===== config.mk =====
export PLATFORM = sky130hd
export DESIGN_NAME = rr_vc_arbiter
export DESIGN_NICKNAME = d
export VERILOG_FILES = /design/src/rtl/noc_pkg.sv /design/src/rtl/rr_pick.sv /design/src/rtl/rr_vc_arbiter.sv
export SDC_FILE = /design/constraint.sdc
export NUM_CORES = 1
export LEC_CHECK = 0
export CAP_MARGIN = 0
export CORE_AREA = 2 2 129 131
export DETAILED_ROUTE_END_ITERATION = 7
export DIE_AREA = 0 0 131 133
export PLACE_DENSITY_LB_ADDON = 0.1
export SLEW_MARGIN = 40
export SYNTH_ARGS = -nofsm -noshare
export SYNTH_HDL_FRONTEND = slang
export SYNTH_HIERARCHICAL = 1
export SYNTH_SLANG_ARGS = --single-unit

===== constraint.sdc =====
create_clock -name clk -period 2.3 [get_ports clk]
set_clock_uncertainty 0.05 [all_clocks]
set_input_delay 0.46 -clock clk [delete_from_list [all_inputs] [get_ports clk]]
set_output_delay 0.46 -clock clk [all_outputs]
set_load 0.03 [all_outputs]

===== src/rtl/noc_pkg.sv =====
// Shared NoC router parameters and flit field layout.
// Router-level blocks take their default sizing from here.
package noc_pkg;

  localparam int DATA_W  = 64;
  localparam int NUM_VC  = 2;
  localparam int NUM_REQ = 2;

  localparam int FLIT_TYPE_W   = 2;
  localparam int FLIT_TYPE_LSB = DATA_W - FLIT_TYPE_W;

  typedef enum logic [FLIT_TYPE_W-1:0] {
    FLIT_HEAD   = 2'd0,
    FLIT_BODY   = 2'd1,
    FLIT_TAIL   = 2'd2,
    FLIT_SINGLE = 2'd3
  } flit_type_e;

  // Index width for n items, never below one bit.
  function automatic int idx_w(input int n);
    return (n > 1) ? $clog2(n) : 1;
  endfunction

endpackage


===== src/rtl/rr_pick.sv =====
// Wrap-around priority pick: first request at or above ptr,
// then wrapping to the bottom. Purely combinational.
module rr_pick
  import noc_pkg::*;
#(
  parameter int N  = 2,
  parameter int PW = idx_w(N)
) (
  input  logic [N-1:0]  req,
  input  logic [PW-1:0] ptr,
  output logic [N-1:0]  gnt,
  output logic          any
);

  // Upper pass from ptr, then lower pass below ptr.
  always_comb begin
    gnt = '0;
    any = 1'b0;
    for (int j = 0; j < N; j++) begin
      if (!any && req[j] && j >= int'(ptr)) begin
        gnt[j] = 1'b1;
        any    = 1'b1;
      end
    end
    for (int j = 0; j < N; j++) begin
      if (!any && req[j] && j < int'(ptr)) begin
        gnt[j] = 1'b1;
        any    = 1'b1;
      end
    end
  end

endmodule


===== src/rtl/rr_vc_arbiter.sv =====
// Output-port arbiter: state picks a VC, a per-VC round-robin
// pointer picks a requester, winner loads a registered slot.
module rr_vc_arbiter
  import noc_pkg::*;
#(
  parameter int DATA_W  = noc_pkg::DATA_W,
  parameter int NUM_VC  = noc_pkg::NUM_VC,
  parameter int NUM_REQ = noc_pkg::NUM_REQ,
  parameter int VC_W    = idx_w(NUM_VC)
) (
  input  logic                             clk,
  input  logic                             reset,
  input  logic [VC_W-1:0]                  state,
  input  logic [NUM_VC*NUM_REQ-1:0]        req,
  input  logic [NUM_VC*NUM_REQ*DATA_W-1:0] req_data,
  output logic [NUM_VC*NUM_REQ-1:0]        grant,
  output logic [DATA_W-1:0]                dout,
  output logic                             dout_valid,
  input  logic                             out_ready
);

  localparam int PW = idx_w(NUM_REQ);

  logic [DATA_W-1:0]           dout_q, dout_d;
  logic                        valid_q, valid_d;
  logic [NUM_VC-1:0][PW-1:0]   ptr_q, ptr_d;

  logic [NUM_REQ-1:0]          elig;
  logic [NUM_REQ-1:0]          pick_gnt;
  logic                        pick_any;
  logic [PW-1:0]               ptr_sel;
  logic [PW-1:0]               win_idx;
  logic [PW-1:0]               ptr_nxt;
  logic [DATA_W-1:0]           win_data;
  logic                        slot_free;
  logic                        do_grant;

  // Route the selected VC's requests and pointer to the picker;
  // an out-of-range state or reset leaves the set empty.
  always_comb begin
    elig    = '0;
    ptr_sel = '0;
    for (int v = 0; v < NUM_VC; v++) begin
      if (!reset && state == VC_W'(v)) begin
        elig    = req[v*NUM_REQ +: NUM_REQ];
        ptr_sel = ptr_q[v];
      end
    end
  end

  rr_pick #(
    .N  (NUM_REQ),
    .PW (PW)
  ) u_pick (
    .req (elig),
    .ptr (ptr_sel),
    .gnt (pick_gnt),
    .any (pick_any)
  );

  assign slot_free = !valid_q || out_ready;
  assign do_grant  = pick_any && slot_free;

  // Spread the winner onto the flat grant vector, fetch its flit.
  always_comb begin
    grant    = '0;
    win_data = '0;
    win_idx  = '0;
    for (int v = 0; v < NUM_VC; v++) begin
      for (int i = 0; i < NUM_REQ; i++) begin
        if (do_grant && state == VC_W'(v) && pick_gnt[i]) begin
          grant[v*NUM_REQ+i] = 1'b1;
          win_data = req_data[(v*NUM_REQ+i)*DATA_W +: DATA_W];
          win_idx  = PW'(i);
        end
      end
    end
  end

  assign ptr_nxt = (win_idx == PW'(NUM_REQ-1)) ? '0
                 : win_idx + 1'b1;

  // Slot load/drain and pointer advance for the served VC.
  always_comb begin
    dout_d  = dout_q;
    valid_d = valid_q;
    ptr_d   = ptr_q;
    if (do_grant) begin
      dout_d  = win_data;
      valid_d = 1'b1;
      for (int v = 0; v < NUM_VC; v++) begin
        if (state == VC_W'(v)) ptr_d[v] = ptr_nxt;
      end
    end else if (valid_q && out_ready) begin
      valid_d = 1'b0;
    end
  end

  // State registers with synchronous reset.
  always_ff @(posedge clk) begin
    if (reset) begin
      dout_q  <= '0;
      valid_q <= 1'b0;
      ptr_q   <= '0;
    end else begin
      dout_q  <= dout_d;
      valid_q <= valid_d;
      ptr_q   <= ptr_d;
    end
  end

  assign dout       = dout_q;
  assign dout_valid = valid_q;

endmodule


==> results.sh, run 1 <==
export IMPL_slew_violations=0
export IMPL_synth_main_ff_cell="dfxtp_1"
export IMPL_vias_per_cell=4.99
export IMPL_fin_crit_ns=2.18
export IMPL_ctsRootBufferMaster="clkbuf_16"
export IMPL_drc_errors=0
export IMPL_yosys_area_top_type="dfxtp_1"
export IMPL_async_flop_share_pct=0
export IMPL_grt_max_degree=46
export IMPL_drt_iter0_markers=200
export IMPL_cts_tree="yes"
export IMPL_end_kind="output port"
export IMPL_cts_root_to_sink_buffers=2
export IMPL_reg2reg_depth=10
export IMPL_synth_most_common_cell="nor2_1"
export IMPL_num_nets_final=1065
export IMPL_dp_cells=1001
export IMPL_max_freq_mhz=460
export IMPL_syn_to_final_growth_pct=95.4
export IMPL_grt_pass1_vias=5259
export IMPL_die_height_um=133
export IMPL_htree_levels=3
export IMPL_wl_mm=19.6
export IMPL_cp_max_fo=3
export IMPL_die_x_um=131
export IMPL_final_area_um2=8460
export IMPL_clkTransAtPathRegs_ns=0.06
export IMPL_gp_congestion=0.789
export IMPL_cellLeakagePower_nw=3.09
export IMPL_rr_startpoint="ptr_q[1]"
export IMPL_crit_end="grant[1]"
export IMPL_arrival_ns=1.67
export IMPL_fp_coreArea_um2=16200
export IMPL_io_pins=333
export IMPL_crit_required_ns=1.79
export IMPL_die_area_um2=17400
export IMPL_hold_viol_final=0
export IMPL_place_worst_setup_slack_ns=-0.593
export IMPL_drtPass1Iterations=5
export IMPL_clkLatencyLatePin_ns=0.33
export IMPL_yosys_warnings=6
export IMPL_portBuffers=332
export IMPL_vias=5124
export IMPL_synth_cells=468
export IMPL_min_period_over_period_pct=94.6
export IMPL_criticalPathCategory="in -> out"
export IMPL_ant_nets=0
export IMPL_syn_area_um2=4330
export IMPL_worstMarginPinSlew_ns=0.390
export IMPL_power_density_nw_per_um2=478
export IMPL_synth_edf_count=0
export IMPL_antenna_found_initial=0
export IMPL_syn_nets=732
export IMPL_hold_worst_slack_ns=0.405
export IMPL_dpl_hpwl_mm=14.2
export IMPL_synth_commonest_cells="nor2_1, dfxtp_1, nand2_1"
export IMPL_yosysTopAreaCellShare_pct=31.0
export IMPL_cp_start_kind="primary input"
export IMPL_regToRegEndpoint="dout[29]"
export IMPL_status="finished, final reports clean"
export IMPL_final_layout_size_suffix_gt1_share_pct=24.3
export IMPL_grt_setup_unrepaired="no"
export IMPL_fin_ws_ns=0.124
export IMPL_relSlewSlack_pct=73.9
export IMPL_grt_first_pass_wirelength_mm=28.5
export IMPL_yosysSeqAreaShare_pct=31.0
export IMPL_start_util_pct=26.8
export IMPL_crit_start="req[3]"
export IMPL_instances_no_fill=1026
export IMPL_numCtsBuffers=9
export IMPL_hold_class="reg -> reg"
export IMPL_ys_ff_latch=67
export IMPL_grtUsageTotal_pct=21.4
export IMPL_setup_viol=0
export IMPL_diodes=0
export IMPL_dpl_cell_area_um2=8040
export IMPL_cts_sinks=67
export IMPL_ys_types=25
export IMPL_grt_overflow=0
export IMPL_ff2ff_setup_slack_ns=0.19
export IMPL_row_count=47
export IMPL_irDropWorstVdd_mv=0.324
export IMPL_total_power_mw=4.05
export IMPL_wl_per_cell_um=19.1
export IMPL_max_cap_violations=0
export IMPL_synthTopCellsByArea="dfxtp_1, o31ai_2, a221o_1"
export IMPL_syn_avg_cell_area_um2=9.26
==> layer usage <==
metal / up-vias / track usage, % / wire length [um]
li1: 2429 / - / -
met3: 43 / 4.41 / 1410
met1: 2414 / 23.9 / 7650
met2: 238 / 38.7 / 9860
met4: 0 / 9.28 / 676
met5: - / 0 / 0
==> layout by cell type (no fill, tap or decap), types with 2 or more instances in the layout <==
master,instances
nor2_4,2
o31ai_1,4
clkbuf_1,3
buf_4,21
clkbuf_16,10
nor2_2,2
nand2_1,64
mux2i_1,3
and2_4,2
and2_2,2
a21oi_1,4
buf_12,15
nand2_2,2
or2_4,2
clkinv_2,2
dlygate4sd2_1,5
nor3_1,2
nor2_1,68
a221o_1,64
clkdlybuf4s50_1,322
dfxtp_1,67
a21oi_2,60
buf_6,6
o31ai_2,60
clkbuf_8,2
==> power breakdown <==
part / switching (mW) / internal, mW / leakage [nW]
clock: 0.531 / 0.787 / 0.137
sequential: 0.0391 / 1.24 / 0.546
combinational: 0.636 / 0.817 / 2.40
total: 1.21 / 2.84 / 3.09
==> cell type report <==
cell class | count | area [um2]
clock inverters | 2 | 10.0
fillers | 1484 | 7710
inverters | 1 | 3.75
clock buffers | 14 | 264
multi-input cells | 350 | 2720
repair buffers | 372 | 3850
flip-flops and latches | 67 | 1340
well taps | 220 | 275
==> through the flow <==
stage / utilization (%) / setup TNS [ns]
global placement: 49.7 / -30.77
floorplan: - / 0
detailed placement: 49.7 / -35.28
global route: 52.3 / 0
CTS: 52.2 / 0
finish: 52.3 / 0
==> state kept, by name, indices dropped and copies added (netlist names) <==
register / cells
dout: 64
dout_valid: 1
ptr_q: 2
==> kinds of logic (layout without fill, tap and decap cells) <==
| logic type | Yosys count | after routing | share of synthesized area (%) |
|---|---|---|---|
| AO/OA/AOI/OAI | 196 | 196 | 46.1 |
| flip-flops | 67 | 67 | 31.0 |
| multiplexers | 3 | 3 | 0.693 |
| AND/OR/NAND/NOR | 151 | 151 | 14.4 |
| buffers and inverters | 51 | 389 | 7.80 |
==> worst max-delay path, stage by stage <==
cell and delay, ns:
dlygate4sd2_1 0.23, mux2i_1 0.16, nor2_2 0.08, or2_4 0.27, nand2b_4 0.10, nor2_4 0.05
and2_4 0.17, buf_6 0.13
==> worst min-delay path by stage <==
stage               slack, ns  cells after the start  startpoint        to
floorplan                0.42                      2    ptr_q[0]  ptr_q[0]
global placement         0.39                      2    dout[27]  dout[27]
detailed placement       0.40                      2    dout[46]  dout[46]
CTS                      0.41                      2    dout[46]  dout[46]
global route             0.43                      2    dout[20]  dout[20]
finish                   0.41                      2    dout[30]  dout[30]
==> what timing repair did <==
item | in CTS | in global routing
setup endpoints to repair | 68 | 16
hold buffers | 0 | 0
setup buffers | 7 | 0
gates cloned | 1 | 1
gates resized for setup | 22 | 3
pin swaps | 8 | 2
(Power assumes the default switching activity.)
==> inputs of run 2 (changes only) <==
--- a/config.mk
+++ b/config.mk
@@ -9,6 +9,7 @@
 export CORE_AREA = 2 2 129 131
 export DETAILED_ROUTE_END_ITERATION = 7
 export DIE_AREA = 0 0 131 133
+export HOLD_SLACK_MARGIN = 0.08
 export PLACE_DENSITY_LB_ADDON = 0.1
 export SLEW_MARGIN = 40
 export SYNTH_ARGS = -nofsm -noshare
==> results of run 2 <==
The final DEF is identical to that of run 1; final timing and power are the same.
==> patch: new RTL, flow settings as in run 1 <==
`dout_q` no longer has a reset.
--- a/src/rtl/rr_vc_arbiter.sv
+++ b/src/rtl/rr_vc_arbiter.sv
@@ -101,3 +101,2 @@
     if (reset) begin
-      dout_q  <= '0;
       valid_q <= 1'b0;
@@ -105,3 +104,2 @@
     end else begin
-      dout_q  <= dout_d;
       valid_q <= valid_d;
@@ -109,2 +107,6 @@
     end
+  end
+
+  always_ff @(posedge clk) begin
+    dout_q <= dout_d;
   end
Behaviour: differs if reset is asserted again (counterexample within 4 cycles, from zero or initial values and one cycle with reset high); with reset held inactive, the same outputs for 10 cycles.
==> patch against run 1 <==
The run now ends with negative setup slack left; wire length rose by 5.7%; die area did not move; critical endpoint unchanged; core utilization rose by 4.3 points; sequential cell count did not move; global-route usage rose by 1.6 points; largest power group unchanged; worst setup slack got worse by 130 ps; fmax fell by 5.6%; non-clock buffer count rose by 9; combinational power rose by 12%; highest routed layer unchanged; cell area rose by 8.3%; via count rose by 4.3%; synthesized area rose by 16%; total power rose by 12%.
==> patch: results (changes against run 1) <==
.. list-table::
   :header-rows: 1

   * - Metric
     - Value
   * - Outcome
     - finished, violations left
   * - Violated checks
     - negative setup slack
   * - NumNets Final
     - 1070 (+0.47%)
   * - Ranking of synthesized cells by instance count
     - sky130_fd_sc_hd__a21oi_1, sky130_fd_sc_hd__a22o_1, sky130_fd_sc_hd__edfxtp_1, sky130_fd_sc_hd__nor2b_1, sky130_fd_sc_hd__o21ai_0
   * - Synthesized netlist net count
     - 734 (+0.27%)
   * - Total vias in the final route
     - 5344 (+4.3%)
   * - Inverter count of the layout excluding clock inverters
     - 4 (+3)
   * - Maximum fanout along the worst path
     - 2 (-1)
   * - Finished Layout Cells
     - 1032 (+0.58%)
   * - Setup fix buffers added after clock tree synthesis
     - 8 (+1)
   * - Met2 Routed Length
     - 10.33 mm (+4.8%)
   * - Routed length on met1
     - 7.808 mm (+2.1%)
   * - Number of setup violations in the final report
     - 1 (+1)
   * - Met3 routed wirelength
     - 1.624 mm (+15%)
   * - Transition time of the tightest slew-check pin
     - 488.4 ps (+98.62 ps)
   * - Layout non-clock buf frac
     - 42.45% (-3.1 points)
   * - Number of signal-net buffers in the layout
     - 381 (+2.4%)
   * - Leakage
     - 3.237 nW (+4.9%)
   * - Fraction of layout instances using a drive strength above 1
     - 16.65% (-7.7 points)
   * - Wire length of the first global-routing pass
     - 30.44 mm (+6.8%)
   * - Via count of the first global-routing pass
     - 5566 (+5.8%)
   * - Final clock-cell share
     - 3.098% (-0.14 points)
   * - Sequential fraction of design power
     - 33.8% (+2.3 points)
   * - Detailed Routing Iterations Pass 1
     - 4 (-1)
   * - Cell types with the largest area share after synthesis
     - sky130_fd_sc_hd__edfxtp_1, sky130_fd_sc_hd__o2bb2ai_2, sky130_fd_sc_hd__a22o_1
   * - Total non-filler cell area in the finished layout
     - 0.009168 mm^2 (+8.3%)
   * - Start point of the worst min-delay path
     - ptr_q[0]$_SDFFE_PP0N_
   * - Most frequently used flop master after synthesis
     - sky130_fd_sc_hd__edfxtp_1
   * - Proportion of cell area occupied by multi-input gates
     - 29.58% (-2.5 points)
   * - Footprint of the flip-flops and latches
     - 0.001982 mm^2 (+48%)
   * - Met1 capacity usage during global routing
     - 25.56% (+1.7 points)
   * - Net switching fraction of the power
     - 29.62% (-0.17 points)
   * - Pin count of the biggest net entering global routing
     - 41 (-11%)
   * - Proportion of synthesized chip area in sequential cells
     - 39.47% (+8.5 points)
   * - Initial antenna violation count
     - 1 (+1)
   * - Final worst-path setup slack
     - -4.508 ps (-128.5 ps)
   * - Weighted congestion at the end of routability-driven global placement
     - 0.8210 (+4.0%)
   * - Cell Pwr Density
     - 492.8 mW/mm^2 (+3.1%)
   * - Post-synthesis cell type count
     - 28 (+12%)
-- patch: worst paths after layout --
check                           slack (ps)                    end  cells after the start
worst max register to register         130      dout[2]$_DFFE_PN_                      9
worst min register to register         440  ptr_q[0]$_SDFFE_PP0N_                      2
worst min-delay path                   440  ptr_q[0]$_SDFFE_PP0N_                      2
worst max-delay path                    -5               grant[1]                      8
-- patch: critical path: stages (launching register included) --
cell and delay [ps]:
sky130_fd_sc_hd__dfxtp_1 330, sky130_fd_sc_hd__mux2i_1 100, sky130_fd_sc_hd__nor2_1 130, sky130_fd_sc_hd__inv_1 90
sky130_fd_sc_hd__a21boi_4 180, sky130_fd_sc_hd__inv_2 70, sky130_fd_sc_hd__nor4b_4 300, sky130_fd_sc_hd__buf_12 150
sky130_fd_sc_hd__buf_8 110
-- patch: cell families after synthesis --
logic type	count (synthesis)	synth area share, %
AOI/OAI and AO/OA	261	41.91
and+or+nand+nor	78	10.17
DFF	67	39.47
buffers and inverters	60	7.650
muxes	4	0.7974
